$ cat config.mk
export PLATFORM = sky130hd
export DESIGN_NAME = game_sequencer
export DESIGN_NICKNAME = d
export VERILOG_FILES = /design/src/rtl/game_sequencer.sv
export SDC_FILE = /design/constraint.sdc
export NUM_CORES = 1
export LEC_CHECK = 0
export CORE_MARGIN = 2
export CORE_UTILIZATION = 56
export DETAILED_ROUTE_END_ITERATION = 16
export DONT_BUFFER_PORTS = 1
export PLACE_DENSITY = 0.74
export SLEW_MARGIN = 10
export SYNTH_ARGS = -nofsm -noshare
export SYNTH_HDL_FRONTEND = slang
export SYNTH_SLANG_ARGS = --single-unit
export TNS_END_PERCENT = 10
$ cat constraint.sdc
create_clock -name CLK -period 4.4 [get_ports CLK]
set_clock_uncertainty 0.15 [all_clocks]
set_input_delay 0.66 -clock CLK [delete_from_list [all_inputs] [get_ports CLK]]
set_output_delay 0.66 -clock CLK [all_outputs]
set_load 0.005 [all_outputs]
$ cat src/rtl/game_sequencer.sv
// Game-flow controller: run/stop state, score, high score and scroll speed, committed once per frame.
// frame_tick lags the sampled vs fall by 1 cycle; state commits on the tick cycle; no backpressure, soft_rst acts immediately.
module game_sequencer #(
   parameter int FRAMES_PER_POINT   = 6,
   parameter int POINTS_PER_SPEEDUP = 100,
   parameter int SPEED_INIT         = 2,
   parameter int SPEED_MAX          = 12,
   parameter int DEATH_FRAMES       = 60,
   parameter int SCORE_MAX          = 9999
) (
   input  logic        CLK,
   input  logic        clrn,
   input  logic        soft_rst,
   input  logic        vs,
   input  logic        start,
   input  logic        collision,
   output logic        game_status,
   output logic [1:0]  state,
   output logic [3:0]  speed,
   output logic [13:0] score,
   output logic [13:0] high_score,
   output logic        frame_tick
);

   localparam int FC_W = (FRAMES_PER_POINT   > 1) ? $clog2(FRAMES_PER_POINT)   : 1;
   localparam int PC_W = (POINTS_PER_SPEEDUP > 1) ? $clog2(POINTS_PER_SPEEDUP) : 1;
   localparam int DC_W = (DEATH_FRAMES       > 1) ? $clog2(DEATH_FRAMES)       : 1;

   localparam logic [FC_W-1:0] FRM_LAST  = FC_W'(FRAMES_PER_POINT - 1);
   localparam logic [PC_W-1:0] PT_LAST   = PC_W'(POINTS_PER_SPEEDUP - 1);
   localparam logic [DC_W-1:0] DEATH_TOP = DC_W'(DEATH_FRAMES - 1);
   localparam logic [3:0]      SPD_INIT  = 4'(SPEED_INIT);
   localparam logic [3:0]      SPD_MAX   = 4'(SPEED_MAX);
   localparam logic [13:0]     SCR_MAX   = 14'(SCORE_MAX);

   typedef enum logic [1:0] {IDLE = 2'd0, RUN = 2'd1, DEAD = 2'd2, OVER = 2'd3} state_t;

   state_t          state_q, state_d;
   logic            vs_q;
   logic            tick_q, tick_d;
   logic            gs_q, gs_d;
   logic [3:0]      speed_q, speed_d;
   logic [13:0]     score_q, score_d;
   logic [13:0]     hs_q, hs_d;
   logic [FC_W-1:0] frm_cnt_q, frm_cnt_d;
   logic [PC_W-1:0] pt_cnt_q, pt_cnt_d;
   logic [DC_W-1:0] death_cnt_q, death_cnt_d;
   logic            start_req_q, start_req_d;
   logic            hit_q, hit_d;

   assign tick_d = vs_q & ~vs;

   always_ff @(posedge CLK or negedge clrn) begin
      if (!clrn) begin
         state_q     <= IDLE;
         vs_q        <= 1'b1;
         tick_q      <= 1'b0;
         gs_q        <= 1'b0;
         speed_q     <= SPD_INIT;
         score_q     <= '0;
         hs_q        <= '0;
         frm_cnt_q   <= '0;
         pt_cnt_q    <= '0;
         death_cnt_q <= '0;
         start_req_q <= 1'b0;
         hit_q       <= 1'b0;
      end else begin
         state_q     <= state_d;
         vs_q        <= vs;
         tick_q      <= tick_d;
         gs_q        <= gs_d;
         speed_q     <= speed_d;
         score_q     <= score_d;
         hs_q        <= hs_d;
         frm_cnt_q   <= frm_cnt_d;
         pt_cnt_q    <= pt_cnt_d;
         death_cnt_q <= death_cnt_d;
         start_req_q <= start_req_d;
         hit_q       <= hit_d;
      end
   end

   always_comb begin
      state_d     = state_q;
      speed_d     = speed_q;
      score_d     = score_q;
      hs_d        = hs_q;
      frm_cnt_d   = frm_cnt_q;
      pt_cnt_d    = pt_cnt_q;
      death_cnt_d = death_cnt_q;
      start_req_d = start_req_q | start;
      hit_d       = hit_q | (collision && (state_q == RUN));

      if (tick_q) begin
         unique case (state_q)
            IDLE, OVER: begin
               if (start_req_q) begin
                  state_d     = RUN;
                  score_d     = '0;
                  speed_d     = SPD_INIT;
                  frm_cnt_d   = '0;
                  pt_cnt_d    = '0;
                  start_req_d = 1'b0;
                  hit_d       = 1'b0;
               end
            end
            RUN: begin
               start_req_d = 1'b0;
               if (hit_q) begin
                  state_d     = DEAD;
                  death_cnt_d = DEATH_TOP;
                  hit_d       = 1'b0;
                  if (score_q > hs_q) hs_d = score_q;
               end else if (frm_cnt_q != FRM_LAST) begin
                  frm_cnt_d = frm_cnt_q + 1'b1;
               end else begin
                  // point awarded; pt_cnt and speed keep advancing even once score is pinned
                  frm_cnt_d = '0;
                  if (score_q != SCR_MAX) score_d = score_q + 14'd1;
                  if (pt_cnt_q != PT_LAST) begin
                     pt_cnt_d = pt_cnt_q + 1'b1;
                  end else begin
                     pt_cnt_d = '0;
                     if (speed_q != SPD_MAX) speed_d = speed_q + 4'd1;
                  end
               end
            end
            DEAD: begin
               start_req_d = 1'b0;
               if (death_cnt_q == '0) state_d = OVER;
               else                   death_cnt_d = death_cnt_q - 1'b1;
            end
            default: state_d = IDLE;
         endcase
      end

      if (soft_rst) begin
         state_d     = IDLE;
         score_d     = '0;
         speed_d     = SPD_INIT;
         frm_cnt_d   = '0;
         pt_cnt_d    = '0;
         death_cnt_d = '0;
         start_req_d = 1'b0;
         hit_d       = 1'b0;
      end

      gs_d = (state_d == RUN);
   end

   assign game_status = gs_q;
   assign state       = state_q;
   assign speed       = speed_q;
   assign score       = score_q;
   assign high_score  = hs_q;
   assign frame_tick  = tick_q;

endmodule

==> summary.txt <==
Logic synthesis
  – Mapped Nets: 346
  – Post-Synth Adder-Cell Area: 8.88%
  – Top cell type's share of synthesized area: 42.8%
  – Unique masters post-synth: 60
  – Cell taking the most area after synthesis: dfrtp_1
  – Compound-Gate Fraction of Synth Area: 16.5%
  – Simple-Gate Fraction of Synth Area: 19.0%
  – Post-synth EDFFs: 0
  – Sequential area share after synthesis: 44.5%
  – Top post-synthesis cells by area: dfrtp_1 (43%), ha_1 (8.9%), mux2_1 (3.6%)
  – Multiplexer share of the synthesized area: 5.73%
  – Fraction of registers with async set/reset: 100%
  – Most used DFF post-synth: dfrtp_1
  – Mapped Cells: 318
  – YS warnings: 0
  – Post-synthesis instance area: 3100 um2
  – Synthesized flop and latch total: 55
  – Largest family of logic cells by synthesized area: simple AND/OR/NAND/NOR gates
  – Mapped Avg Cell Area: 9.75 um2
  – Synth Area in XOR/XNOR: 0.847%

Route
  – DR vias: 2,389
  – Routed vias/inst: 6.14
  – Final WL: 6420 um
  – Initial DRC count: 117
  – DR DRC count: 0
  – Pre-antenna DRT Iters: 4
  – Post-route ant nets: 0
  – Routed len/inst: 16.5 um

Finish
  – Post-layout nets: 344
  – Fill cells: 458
  – Commonest cells after routing, fill and taps aside: dfrtp_1 (53), inv_1 (24), nor2_1 (22), ha_1 (22), a21oi_1 (20)
  – Post-Layout Cell Count: 389
  – Final core occ: 60.5%
  – Commonest non-fill, non-tap cell in the layout: dfrtp_1
  – Diodes inserted: 0
  – Layout cells sized above 1: 5.99%
  – Area Overhead vs Synth: 6.13%

Min path
  – Hold crit path type: input pin to async pin

Setup path
  – R2r worst-path depth: 7
  – CP arrival: 3.18 ns
  – Crit-path slowest cell: or4b_1
  – Critical path fanouts, max: 12
  – Worst Setup End Kind: register
  – Worst setup SP type: register
  – Worst r2r src: state[0]
  – RR Endpoint: score[10]
  – Slowest stage delay, CP: 0.79 ns
  – FF-to-FF setup slack: 1.30 ns
  – CP Data Required Time: 4.48 ns
  – CP Cell Sequence: inv_1 > ha_1 > nand2b_1 > a41oi_1 > or4b_1 > or4_1 > a21oi_1
  – Crit path kind: register to register

Timing
  – Setup_tns: 0 ns
  – RSZ-0062 raised after global routing: false
  – Slew HR: 30.5%
  – Min Clock Period, post-route: 3.10 ns
  – Slew @ Worst Pin: 1.04 ns
  – Final period util: 70.5%
  – Final Setup Violations: 0
  – Slew Limit Fails: 0
  – Final hold vios: 0
  – Worst hold margin: 0.0370 ns
  – Fmax: 323 MHz

Clock network
  – CTS buffer count: 5
  – Clock Tree Root: clkbuf_8
  – Clock transition at the registers of the reported paths: 0.10 ns
  – TritonCTS clock tree: built
  – Sink Count: 55
  – H-tree Lvls: 2
  – Buffer depth of the longest clock path: 2
  – Clk_lat worst skew: 0.31 ns

Place
  – GP Congestion: 0.747
  – Dpl cells: 379
  – Final HPWL DP: 4400 um
  – IO Port Bufs: 0

Power and ir drop
  – Worst vdd ir: 183 uV
  – P_leak: 1.45 nW
  – Power Density: 276 nW/um2

GRT
  – Largest net degree at the start of global routing: 54
  – First-pass GRT wire length: 10,800 um
  – M1 GR Usage: 28.6%
  – Most Used Layer, Global Route: met2
  – GRT Overall Usage: 22.3%
  – Antenna violations before repair: 0
  – Vias in the first global route: 2,298
  – Gr ovfl total: 0
  – Met2 usage in global routing: 37.3%
  – Met3 Use GR: 5.63%

Floorplanning
  – Die width: 78.4 um
  – Core area: 5440 um2
  – I/O Pins: 42
  – Row cnt: 27
  – Die Span Y: 78.4 um
  – Die area: 6150 um2
  – Initial Util: 57.0%

Run status
  – Status: finished clean

Job
  – Max Cap Viol: 0
==> worst max path at each step <==
stage	startpoint	endpoint	slack [ns]
2_1_floorplan	score[5]	high_score[4]	1.81
3_3_place_gp	state[1]	score[10]	1.37
3_5_place_dp	state[0]	score[10]	1.31
4_1_cts	state[0]	score[10]	1.28
5_1_grt	state[0]	score[12]	1.10
6_report	state[0]	score[10]	1.30
==> synth_stat cells (all sizes together), types with 2 or more instances <==
master    n
mux2     14
a31oi     3
a21oi    20
o31ai     3
dfrtp    53
buf       7
and3      3
nor2     22
or3       9
xnor2     2
nand2    18
a211oi    4
nand2b    5
nand3    16
o21ai    22
mux2i     2
inv      24
nor4      5
nor3      6
nand4     4
ha       22
o41ai     2
nor2b     4
a2111oi   2
or4       2
clkbuf    4
or2       3
dfstp     2
nor3b     3
o21a      2
a21o      5
==> sequential cells by signal, indices dropped and copies added (netlist names) <==
name         cells
death_cnt_q      6
score           14
state            2
high_score      14
vs_q             1
hit_q            1
frm_cnt_q        3
start_req_q      1
game_status      1
pt_cnt_q         7
frame_tick       1
speed            4
==> metal layers <==
metal / vias to the layer above / routed length (um) / part of all wire, %
met3: 4 / 353 / 5.5
met4: 0 / 59 / 0.92
met1: 1174 / 2890 / 45
met5: - / 0 / 0
met2: 48 / 3110 / 49
li1: 1163 / - / -
==> power by group <==
part           internal (mW)  switching (mW)  total [mW]
Combinational         0.0130          0.0321      0.0451
Sequential             0.510         0.00575       0.515
Clock                  0.184           0.163       0.348
Total                  0.707           0.201       0.908
==> worst max-delay path: cells and delay by family, from the launching register on <==
kind / cells / cell delay, ns
DFF: 1 / 0.42
AOI/OAI and AO/OA: 2 / 0.58
buffers and inverters: 1 / 0.08
and+or+nand+nor: 3 / 1.43
adders and majority gates: 1 / 0.36
==> stage by stage <==
stage	area [um2]	power, mW	setup WS [ns]
floorplan	3100	0.554	1.81
global placement	3140	0.558	1.37
detailed placement	3140	0.559	1.31
CTS	3290	0.916	1.28
global route	3290	0.945	1.10
finish	3290	0.908	1.30
==> cells by family after synthesis <==
logic type	count (synthesis)
flip-flops	55
AO/OA/AOI/OAI	77
XOR/XNOR	3
buffers and inverters	35
AND/OR/NAND/NOR	110
multiplexers	16
adder cells (fa/ha/maj)	22
==> final cells by class <==
cell class              count  area, um2  share of cell area (%)
clock inverters             2       35.0                    1.06
clock buffers               6       82.6                    2.51
flip-flops and latches     55       1380                    41.9
well taps                  72       90.1                    2.74
repair buffers              2       32.5                   0.989
inverters                  24       90.1                    2.74
multi-input cells         228       1580                    48.1
==> what timing repair did <==
action | in CTS | in global routing
resized for setup | 0 | 0
setup buffers | 0 | 0
hold buffers | 1 | 0
hold endpoints to repair | 53 | 0
Power figures use the tool's default switching activity.
